### src/rtl/mhc_pkg.sv
// -----------------------------------------------------------------------------
// mhc_pkg
// Shared constants and helpers for the master hex controller.
//   KEY_W      - width of a candidate key (24 bits)
//   NUM_CORES  - number of search cores reporting a key (4)
//   NUM_DIGITS - seven-segment digits needed to show one key (6)
//   SEG_TABLE  - active-low seven-segment patterns for nibbles 0-F
//                (bit 6 = segment g ... bit 0 = segment a)
// -----------------------------------------------------------------------------
package mhc_pkg;

    localparam int unsigned KEY_W      = 24;
    localparam int unsigned NUM_CORES  = 4;
    localparam int unsigned NUM_DIGITS = KEY_W / 4;

    localparam logic [6:0] SEG_ZERO = 7'b1000000;

    localparam logic [6:0] SEG_TABLE [16] = '{
        7'b1000000,  // 0
        7'b1111001,  // 1
        7'b0100100,  // 2
        7'b0110000,  // 3
        7'b0011001,  // 4
        7'b0010010,  // 5
        7'b0000010,  // 6
        7'b1111000,  // 7
        7'b0000000,  // 8
        7'b0010000,  // 9
        7'b0001000,  // A
        7'b0000011,  // b
        7'b1000110,  // C
        7'b0100001,  // d
        7'b0000110,  // E
        7'b0001110   // F
    };

    // True when two or more flags are set: clearing the lowest set bit
    // leaves something behind only if another bit was set.
    function automatic logic multi_set(input logic [NUM_CORES-1:0] flags);
        return (flags & (flags - NUM_CORES'(1))) != '0;
    endfunction

endpackage : mhc_pkg

### src/rtl/master_hex_controller_seven_seg_decoder.sv
// -----------------------------------------------------------------------------
// seven_seg_decoder
// Combinational nibble to active-low seven-segment pattern lookup.
// Ports:
//   nibble_i - 4-bit value 0-F
//   seg_o    - active-low segments, bit 6 = g ... bit 0 = a
// -----------------------------------------------------------------------------
module seven_seg_decoder
    import mhc_pkg::*;
(
    input  logic [3:0] nibble_i,
    output logic [6:0] seg_o
);

    assign seg_o = SEG_TABLE[nibble_i];

endmodule : seven_seg_decoder

### src/rtl/master_hex_controller.sv
// -----------------------------------------------------------------------------
// master_hex_controller
// Collects the key found by one of four search cores, registers it, and shows
// it on six active-low seven-segment digits.
//
// Ports:
//   clk                        - single clock, rising edge
//   rst_n                      - asynchronous active-low reset
//   success_state[3:0]         - per-core found flags (bit i-1 = core i)
//   secret_key_1..4[23:0]      - candidate key from each core
//   secret_key[23:0]           - selected key, registered
//   key_valid                  - secret_key holds a selected core's key
//   multi_hit                  - more than one flag set at last sample
//   hex0..hex5[6:0]            - active-low digits, hex0 = secret_key[3:0]
//
// Build option:
//   MHC_STICKY_KEY_EN - when defined, the first nonzero success_state latches
//                       key, key_valid and multi_hit until reset. When not
//                       defined, selection is re-evaluated every cycle.
//
// Lowest-numbered successful core wins. The digit patterns are decoded from
// the next-state key and registered alongside it, so the display and
// secret_key always change on the same edge.
// -----------------------------------------------------------------------------
module master_hex_controller
    import mhc_pkg::*;
(
    input  logic             clk,
    input  logic             rst_n,
    input  logic [3:0]       success_state,
    input  logic [KEY_W-1:0] secret_key_1,
    input  logic [KEY_W-1:0] secret_key_2,
    input  logic [KEY_W-1:0] secret_key_3,
    input  logic [KEY_W-1:0] secret_key_4,
    output logic [KEY_W-1:0] secret_key,
    output logic             key_valid,
    output logic             multi_hit,
    output logic [6:0]       hex0,
    output logic [6:0]       hex1,
    output logic [6:0]       hex2,
    output logic [6:0]       hex3,
    output logic [6:0]       hex4,
    output logic [6:0]       hex5
);

    logic [KEY_W-1:0] key_sel;
    logic             valid_sel;
    logic             multi_sel;

    logic [KEY_W-1:0] key_q,   key_d;
    logic             valid_q, valid_d;
    logic             multi_q, multi_d;
    logic [6:0]       hex_q [NUM_DIGITS];
    logic [6:0]       hex_d [NUM_DIGITS];

    // Priority selection, lowest index first.
    always_comb begin
        key_sel   = '0;
        valid_sel = 1'b0;
        multi_sel = multi_set(success_state);
        if (success_state[0]) begin
            key_sel   = secret_key_1;
            valid_sel = 1'b1;
        end else if (success_state[1]) begin
            key_sel   = secret_key_2;
            valid_sel = 1'b1;
        end else if (success_state[2]) begin
            key_sel   = secret_key_3;
            valid_sel = 1'b1;
        end else if (success_state[3]) begin
            key_sel   = secret_key_4;
            valid_sel = 1'b1;
        end
    end

    always_comb begin
        key_d   = key_sel;
        valid_d = valid_sel;
        multi_d = multi_sel;
`ifdef MHC_STICKY_KEY_EN
        // Once a key is captured, key_valid doubles as the latch flag.
        if (valid_q) begin
            key_d   = key_q;
            valid_d = valid_q;
            multi_d = multi_q;
        end
`endif
    end

    for (genvar g = 0; g < NUM_DIGITS; g++) begin : g_digit
        seven_seg_decoder u_dec (
            .nibble_i (key_d[4*g +: 4]),
            .seg_o    (hex_d[g])
        );
    end

    always_ff @(posedge clk or negedge rst_n) begin
        if (!rst_n) begin
            key_q   <= '0;
            valid_q <= 1'b0;
            multi_q <= 1'b0;
            for (int i = 0; i < NUM_DIGITS; i++) begin
                hex_q[i] <= SEG_ZERO;
            end
        end else begin
            key_q   <= key_d;
            valid_q <= valid_d;
            multi_q <= multi_d;
            for (int i = 0; i < NUM_DIGITS; i++) begin
                hex_q[i] <= hex_d[i];
            end
        end
    end

    assign secret_key = key_q;
    assign key_valid  = valid_q;
    assign multi_hit  = multi_q;
    assign hex0       = hex_q[0];
    assign hex1       = hex_q[1];
    assign hex2       = hex_q[2];
    assign hex3       = hex_q[3];
    assign hex4       = hex_q[4];
    assign hex5       = hex_q[5];

endmodule : master_hex_controller

### config.mk
export PLATFORM = sky130hd
export DESIGN_NAME = master_hex_controller
export DESIGN_NICKNAME = d
export VERILOG_FILES = /design/src/rtl/mhc_pkg.sv /design/src/rtl/master_hex_controller_seven_seg_decoder.sv /design/src/rtl/master_hex_controller.sv
export SDC_FILE = /design/constraint.sdc
export NUM_CORES = 1
export LEC_CHECK = 0
export ABC_AREA = 1
export ABC_CLOCK_PERIOD_IN_PS = 800
export CAP_MARGIN = 25
export CORE_UTILIZATION = 44
export CTS_BUF_LIST = sky130_fd_sc_hd__clkbuf_16
export DETAILED_ROUTE_END_ITERATION = 7
export GPL_TIMING_DRIVEN = 0
export PLACE_DENSITY = 0.77
export SKIP_CTS_REPAIR_TIMING = 1
export SYNTH_ARGS = -nofsm -noshare
export SYNTH_HDL_FRONTEND = slang
export SYNTH_SLANG_ARGS = --single-unit
### constraint.sdc
create_clock -name clk -period 0.8 [get_ports clk]
set_input_delay 0.24 -clock clk [delete_from_list [all_inputs] [get_ports clk]]
set_output_delay 0.24 -clock clk [all_outputs]
set_load 0.02 [all_outputs]
==> flow_summary.toml <==
[place]
placed_area_mm2 = 0.006415
pre_cts_slack_ns = -1.478
dpl.hpwl_mm = 10.18
gp_congestion = 0.9638
numPortBuffers = 166
dp_cells = 890

[drt]
vias = 5458
drtIter0Drc = 328
finalWirelength_mm = 20.50
dr.pass1.iters = 7
route.detailed.drc = 0
wl_per_cell_um = 20.85
vias_per_cell = 5.552
ant_nets = 0

[sta]
min_period_ns = 1.487
period_share_pct = 185.9
rsz0062_at_grt = "true"
max_slew_margin_pct = 40.79
timing.fmax_ghz = 0.6724
finalSetupViolations = 135
tightest_slew_ns = 0.8882
fin_setup_tns_ns = -47.21
fin_ws_ns = -0.6872
whs_ns = 0.02464
hold_violations = 0
timing.final.max_slew_violations = 0

[die]
die_y_um = 102.7
core_mm2 = 0.009819
die-area_mm2 = 0.01055
die_w_um = 102.7
num_io_pins = 170
start_util_pct = 45.45
rows = 36

[setup_path]
end_kind = "flop"
cpPeakStageDelay_ns = 0.19
path_buf_inv = 5
cp_max_fo = 6
path_class = "in -> reg"
slowest_stage = "nor2_4"
crit_path_start_kind = "primary input"
crit_family = "simple AND/OR/NAND/NOR gates"
critPathRequiredTime_ns = 1.09
worstPathCellList = "buf_12 -> nor2_4 -> buf_12 -> clkbuf_16 -> nand2_4 -> nand2_2 -> nand2_2 -> nand2_4 -> buf_4 -> ha_4 -> inv_1 -> nand2_1 -> nand3_1 -> nand2_1"
worstPathArrival_ns = 1.77

[finish]
design_area_mm2 = 0.008859
final.fill_count = 428
final_common_cell = "nand2_1"
mostFrequentLayoutCells = "nand2_1 (144), buf_6 (101), nand2_2 (74)"
fin_util_pct = 90.21
area_growth_pct = 98.49
final_cells = 983
final_nets = 982
drive_gt1_share_pct = 52.90

[logic_synthesis]
synth_flop_cell = "dfrtp_1"
synth_top_family_by_area = "simple AND/OR/NAND/NOR gates"
synth_top_area_share_pct = 34.76
synthesis.instances = 591
synth_top_cell_by_area = "dfrtp_1"
async_flop_share_pct = 100.0
yosysUniqueCellTypes = 25
netlist_area_mm2 = 0.004463
synth.net_count = 733
synth.area.top_cells = "dfrtp_1 (35%), nand2_1 (19%), ha_1 (11%)"
synth-edff-count = 0
yosysWarningCount = 0
synth-seq-area-share_pct = 38.30
synthSimpleGateAreaFrac_pct = 35.32
muxShareOfSynthArea_pct = 0
synthXorXnorAreaFrac_pct = 0
synthAdderAreaFrac_pct = 11.44
syn_avg_cell_area_um2 = 7.552
synth_compound_area_share_pct = 7.233
ys_ff_latch = 68

[global_routing]
grt_use_met3_pct = 6.169
grt_overflow = 0
grt_busiest_layer = "met2"
use_met1_pct = 31.08
grtUsageMet2_pct = 46.26
grt_start_max_net_pins = 69
grt_pass1_wl_mm = 20.71
grt_pass1_vias = 4183
grtUsageTotal_pct = 26.52
antenna_found_initial = 4

[power_and_ir_drop]
power_leakage_nw = 4.629
powerDensity_mw_per_mm2 = 1590
power_mw = 14.08
ir_worst_vdd_v = 0.001088

[flow_run]
maxCapViolCount = 0

[min_path]
hold_class = "in -> async"

[cts]
cts_root_buf = "clkbuf_16"
cts_max_level = 3
clock-sinks = 68
clk_path_buf_depth = 2
cts_tree = "done"
cts_buffers = 9
clk_pin_slew_ns = 0.06

[status]
status = "finished with violations"
violations = "negative setup slack"
registers in the layout (all words and copies together) (netlist names), 7 cells and up:
| signal | cells |
|---|---|
| secret_key | 24 |
| hex0 | 7 |
| hex1 | 7 |
| hex2 | 7 |
| hex3 | 7 |
| hex4 | 7 |
| hex5 | 7 |
synthesized netlist by cell type (7+ instances only):
master / count
ha_1: 40
nor2_1: 49
dfrtp_1: 62
inv_2: 11
nand2_4: 7
buf_6: 8
a21oi_2: 7
a21oi_1: 22
inv_1: 37
nand2_1: 228
nand3_1: 66
nand2_2: 17
logic make-up (layout without fill, tap and decap cells):
group / count (synthesis) / in the layout
buf+inv: 68 / 318
compound gates: 45 / 45
fa+ha+maj: 41 / 41
other cells: 0 / 5
simple gates: 369 / 373
flops: 68 / 68
power by group:
group | switching, mW | internal (mW)
clock network | 1.58 | 2.36
registers | 0.236 | 3.90
logic | 3.23 | 2.77
total | 5.05 | 9.04
final cells by class:
type | instances | area, µm² | share of cell area, %
diodes | 5 | 12.51 | 0.1412
plain buffers | 18 | 244.0 | 2.754
clock buffers | 9 | 225.2 | 2.542
clock inverters | 7 | 57.56 | 0.6497
inverters | 50 | 265.3 | 2.994
multi-input cells | 459 | 3553 | 40.11
flip-flops and latches | 68 | 1709 | 19.29
well taps | 133 | 166.4 | 1.879
repair buffers | 234 | 2625 | 29.63
metal layers:
metal / share of wire, % / routed length (µm) / vias to the layer above
li1: - / - / 2364
met1: 34 / 7011 / 2571
met2: 50 / 10150 / 392
met3: 9.5 / 1957 / 131
met4: 6.7 / 1377 / 0
met5: 0 / 0 / -
how the worst max path moves through the flow:
stage / from / endpoint / cells after the start
2_1_floorplan: success_state[2] / hex1[3] / 11
3_3_place_gp: rst_n / hex0[0] / 1
3_5_place_dp: success_state[3] / hex3[3] / 13
4_1_cts: success_state[3] / hex3[3] / 13
5_1_grt: success_state[2] / hex4[1] / 12
6_report: success_state[2] / hex4[0] / 14
Power figures use the tool's default switching activity.
